File: config.mk
export PLATFORM = sky130hd
export DESIGN_NAME = online_otf_converter
export DESIGN_NICKNAME = d
export VERILOG_FILES = /design/src/rtl/online_otf_converter.sv
export SDC_FILE = /design/constraint.sdc
export NUM_CORES = 1
export LEC_CHECK = 0
export BUFFER_PORTS_ARGS = -buffer_cell sky130_fd_sc_hd__buf_4
export CELL_PAD_IN_SITES_DETAIL_PLACEMENT = 1
export CELL_PAD_IN_SITES_GLOBAL_PLACEMENT = 1
export CORE_ASPECT_RATIO = 1.25
export CORE_UTILIZATION = 43
export CTS_BUF_LIST = sky130_fd_sc_hd__clkbuf_16
export CTS_CLUSTER_DIAMETER = 40
export CTS_CLUSTER_SIZE = 12
export DETAILED_ROUTE_END_ITERATION = 6
export GPL_TIMING_DRIVEN = 0
export PLACE_DENSITY_LB_ADDON = 0.1
export SLEW_MARGIN = 40
export SYNTH_ARGS = -nofsm -noshare
export SYNTH_HDL_FRONTEND = slang
export SYNTH_SLANG_ARGS = --single-unit
File: constraint.sdc
create_clock -name clk_i -period 1.5 [get_ports clk_i]
set_clock_uncertainty 0.1 [all_clocks]
set_input_delay 0.225 -clock clk_i [delete_from_list [all_inputs] [get_ports clk_i]]
set_output_delay 0.225 -clock clk_i [all_outputs]
set_load 0.1 [all_outputs]
File: src/rtl/online_otf_converter.sv
// Digit-serial on-the-fly converter: MSD-first radix-2 signed digits to two's complement via Q/QM.
// Optional zero flag output enabled by defining OTFC_ZERO_FLAG_EN.

package rbr_pkg;
   // Borrow-save digit: value = pos - neg; {0,0} and {1,1} both encode zero.
   typedef struct packed {
      logic pos;
      logic neg;
   } signed_digit;
endpackage

module online_otf_converter #(
   parameter int unsigned P = 14
) (
   input  logic                clk_i,
   input  logic                rst_ni,
   input  logic                clear_i,
   input  logic                in_valid_i,
   output logic                in_ready_o,
   input  rbr_pkg::signed_digit in_digit_i,
   output logic                out_valid_o,
   input  logic                out_ready_i,
   output logic [P:0]          out_data_o
`ifdef OTFC_ZERO_FLAG_EN
   ,
   output logic                out_zero_o
`endif
);

   localparam int unsigned    CntW    = (P > 1) ? $clog2(P) : 1;
   localparam logic [CntW-1:0] LastCnt = CntW'(P - 1);
   localparam logic [P:0]     One     = {{P{1'b0}}, 1'b1};

   typedef enum logic [0:0] {StCollect, StHold} state_e;

   state_e          state_q;
   logic [CntW-1:0] cnt_q;
   logic [P:0]      q_q, qm_q;
   logic [P:0]      q_d, qm_d;
   logic [P:0]      out_data_q;
   logic            out_valid_q;
   logic            in_ready_q;
   logic            digit_plus, digit_minus;
   logic            accept;
`ifdef OTFC_ZERO_FLAG_EN
   logic            out_zero_q;
`endif

   assign digit_plus  = in_digit_i.pos & ~in_digit_i.neg;
   assign digit_minus = in_digit_i.neg & ~in_digit_i.pos;
   assign accept      = in_valid_i & in_ready_q;

   // Appending a digit never needs a carry: pick the shifted Q or QM and set the new LSB.
   always_comb begin
      q_d  = q_q << 1;
      qm_d = qm_q << 1;
      if (digit_plus) begin
         q_d  = (q_q << 1) | One;
         qm_d = q_q << 1;
      end else if (digit_minus) begin
         q_d  = (qm_q << 1) | One;
         qm_d = qm_q << 1;
      end else begin
         q_d  = q_q << 1;
         qm_d = (qm_q << 1) | One;
      end
   end

   always_ff @(posedge clk_i or negedge rst_ni) begin
      if (!rst_ni) begin
         state_q     <= StCollect;
         cnt_q       <= '0;
         q_q         <= '0;
         qm_q        <= '1;
         out_data_q  <= '0;
         out_valid_q <= 1'b0;
         in_ready_q  <= 1'b1;
`ifdef OTFC_ZERO_FLAG_EN
         out_zero_q  <= 1'b0;
`endif
      end else if (clear_i) begin
         state_q     <= StCollect;
         cnt_q       <= '0;
         q_q         <= '0;
         qm_q        <= '1;
         out_data_q  <= '0;
         out_valid_q <= 1'b0;
         in_ready_q  <= 1'b1;
`ifdef OTFC_ZERO_FLAG_EN
         out_zero_q  <= 1'b0;
`endif
      end else begin
         unique case (state_q)
            StCollect: begin
               if (accept) begin
                  q_q  <= q_d;
                  qm_q <= qm_d;
                  if (cnt_q == LastCnt) begin
                     cnt_q       <= '0;
                     out_data_q  <= q_d;
                     out_valid_q <= 1'b1;
                     in_ready_q  <= 1'b0;
                     state_q     <= StHold;
`ifdef OTFC_ZERO_FLAG_EN
                     out_zero_q  <= ~|q_d;
`endif
                  end else begin
                     cnt_q <= cnt_q + 1'b1;
                  end
               end
            end
            StHold: begin
               if (out_ready_i) begin
                  q_q         <= '0;
                  qm_q        <= '1;
                  out_valid_q <= 1'b0;
                  in_ready_q  <= 1'b1;
                  state_q     <= StCollect;
               end
            end
            default: state_q <= StCollect;
         endcase
      end
   end

   assign in_ready_o  = in_ready_q;
   assign out_valid_o = out_valid_q;
   assign out_data_o  = out_data_q;
`ifdef OTFC_ZERO_FLAG_EN
   assign out_zero_o  = out_zero_q;
`endif

endmodule
==> flow_summary.ini <==
[layout]
postLayoutCoreUtil = 0.680
design.final.nets = 276
syn_to_final_growth_pct = 48.9
diodes = 0
fillers = 532
finalNonFillerCells = 330
layout_common_cells = dfrtp_1, buf_4, mux2i_1
mostFrequentLayoutCell = dfrtp_1
drive_gt1_frac = 0.579

[place]
dp_hpwl_um = 4220
pre_cts_slack_ns = -0.403
gp_congestion = 0.766
place.port_buffers = 23
dp.cells = 304

[clocking]
insertion_delay_ns = 0.29
numCtsBuffers = 5
cts_root_buf = clkbuf_16
cts_htree_levels = 2
path_clk_slew_ns = 0.07
clock_path_buffers = 2
numClockSinks = 50
cts_tree = built

[sta]
fin_crit_ns = 1.75
layout_setup_ws_ns = -0.248
post-route-period-util = 1.17
hold_ws_ns = 0.130
slew_viol_final = 0
max_slew_margin = 0.562
rsz0062_at_grt = true
final_hold_viol_count = 0
max_freq_ghz = 0.572
worst_pin_slew_ns = 0.657
setup_viol = 48

[worst_setup_path]
setup.worst_path.class = register to register
cp_top_family = flip-flops
path_cells = and3b_1 -> buf_6 -> buf_4 -> a21oi_1 -> a211oi_2
critPathSlowestCell = dfstp_4
cpPeakStageDelay_ns = 0.66
worst_ep_arrival_time_ns = 1.83
worstPathRequired_ns = 1.58
critPathBufInv = 2
crit_fanout = 6
critPathLaunchType = register
end_kind = register

[power]
pwr-share-seq = 0.424
p_int_mw = 2.73
clkPwrFrac = 0.397
ir_drop_uv = 539
combPwrFrac = 0.179
total_power_mw = 3.70
p_sw_uw = 968
power.leakage_nw = 1.62
pwr_density_cell_mw_per_mm2 = 979
netSwitchingFraction = 0.262

[route]
drtIter0Drc = 119
drtPass1Iterations = 6
vias = 2057
drt-wirelength-per-cell_um = 27.1
route.detailed.drc = 6
wirelength_um = 8940
vias_per_cell = 6.23
ant_nets = 0

[outcome]
status = finished, violations left
violations = design-rule violations, negative setup slack

[synth]
ys_seq_area_frac = 0.501
async_flop_share = 1.00
avgSynthCellArea_um2 = 11.7
synth_seq_cells = 50
netlist_instances = 217
syn_nets = 228
synth_area_mm2 = 0.00253
synth-edff-count = 0
yosys_most_used_dff = dfrtp_1
synth.distinct_cells = 45
yosysWarnings = 0

[worst_hold_path]
hold_class = input pin to register

[floorplan]
fp.dieArea_mm2 = 0.00621
initial_core_util = 0.456
die_width_um = 70.7
ioPinCount = 24
die_y_um = 87.8
coreArea_mm2 = 0.00556
rows = 30

[grt]
antenna_found_initial = 0
grt_overflow_total = 0
track_usage = 0.252
grt_first_pass_wirelength_um = 11500
grt_start_max_net_pins = 51
grt_pass1_vias = 2133

[run]
cap_viol_max_count = 0
==> worst reg2reg max path, stage by stage (launching register included) <==
cell and delay (ns):
dfstp_4 0.66, and3b_1 0.21, buf_6 0.14, buf_4 0.16
a21oi_1 0.13, a211oi_2 0.24
==> Yosys cell counts, types with 5 or more instances <==
| cell type | count | area share |
|---|---|---|
| dfstp_2 | 15 | 0.16 |
| dfrtp_1 | 35 | 0.35 |
| nand3_1 | 11 | 0.022 |
| mux2i_1 | 26 | 0.10 |
| o31ai_1 | 5 | 0.015 |
| buf_2 | 6 | 0.012 |
| a211oi_1 | 14 | 0.041 |
| nand2_1 | 14 | 0.021 |
| mux2_1 | 11 | 0.049 |
| a21oi_1 | 19 | 0.038 |
==> per-stage QoR <==
| step | TNS, ns | cell area (um^2) |
|---|---|---|
| floorplan | -8.19 | 2650 |
| global placement | -9.38 | 2900 |
| detailed placement | -10.58 | 2900 |
| CTS | -1.88 | 3520 |
| global route | -5.84 | 3770 |
| finish | -4.28 | 3770 |
==> power groups by stage <==
stage | clock network, mW | registers [mW] | logic [mW]
finish | 1.47 | 1.57 | 0.661
global route | 1.53 | 1.57 | 0.693
CTS | 1.47 | 1.53 | 0.542
detailed placement | 0 | 1.55 | 0.424
global placement | 0 | 1.54 | 0.414
floorplan | 0 | 1.53 | 0.305
==> worst paths after layout <==
path | cells past startpoint | slack (ns) | from | endpoint
worst max-delay path | 5 | -0.25 | in_ready_o$_DFFE_PN1P_ | out_data_o[2]$_DFFE_PN0P_
worst min-delay path | 2 | 0.13 | out_ready_i | in_ready_o$_DFFE_PN1P_
worst max register to register | 5 | -0.25 | in_ready_o$_DFFE_PN1P_ | out_data_o[2]$_DFFE_PN0P_
worst min register to register | 1 | 0.42 | out_valid_o$_DFFE_PN0P_ | out_valid_o$_DFFE_PN0P_
max in group asynchronous | 2 | 0.42 | rst_ni | state_q$_DFF_PN0_
min in group asynchronous | 2 | 0.40 | rst_ni | out_data_o[8]$_DFFE_PN0P_
==> flip-flops by register name (all words and copies together) (netlist names) <==
name         cells
in_ready_o       1
cnt_q            4
out_valid_o      1
out_data_o      15
q_q             14
qm_q            14
state_q          1
==> area by class of cell <==
type,instances,area (um^2),share of cell area
clock inverter,3,63.8,0.0169
clock buffer,5,125,0.0331
tap,64,80.1,0.0212
multi-input combinational,144,1600,0.423
buffer,15,174,0.0461
sequential,50,1280,0.338
timing repair buffer,45,444,0.118
inverter,4,15.0,0.00398
==> per-layer routing <==
metal	part of all wire	track usage	up-vias
met4	0.027	0.0655	0
met5	0	0	-
met1	0.41	0.314	1101
met2	0.54	0.465	46
li1	-	-	893
met3	0.023	0.0311	17
==> repair_timing <==
item,CTS,global route
gates cloned,4,0
setup buffers,17,1
endpoints found under the setup margin,47,51
hold endpoints to repair,35,0
hold buffers,1,0
pin swaps,6,3
gates resized for setup,50,45
==> cell families after synthesis <==
| logic type | Yosys count | synth area share |
|---|---|---|
| AOI/OAI and AO/OA | 57 | 0.159 |
| DFF | 50 | 0.501 |
| and+or+nand+nor | 43 | 0.0958 |
| muxes | 40 | 0.165 |
| adders and majority gates | 4 | 0.0197 |
| buffers and inverters | 23 | 0.0592 |
No activity file was read; power rests on OpenSTA's default activity.
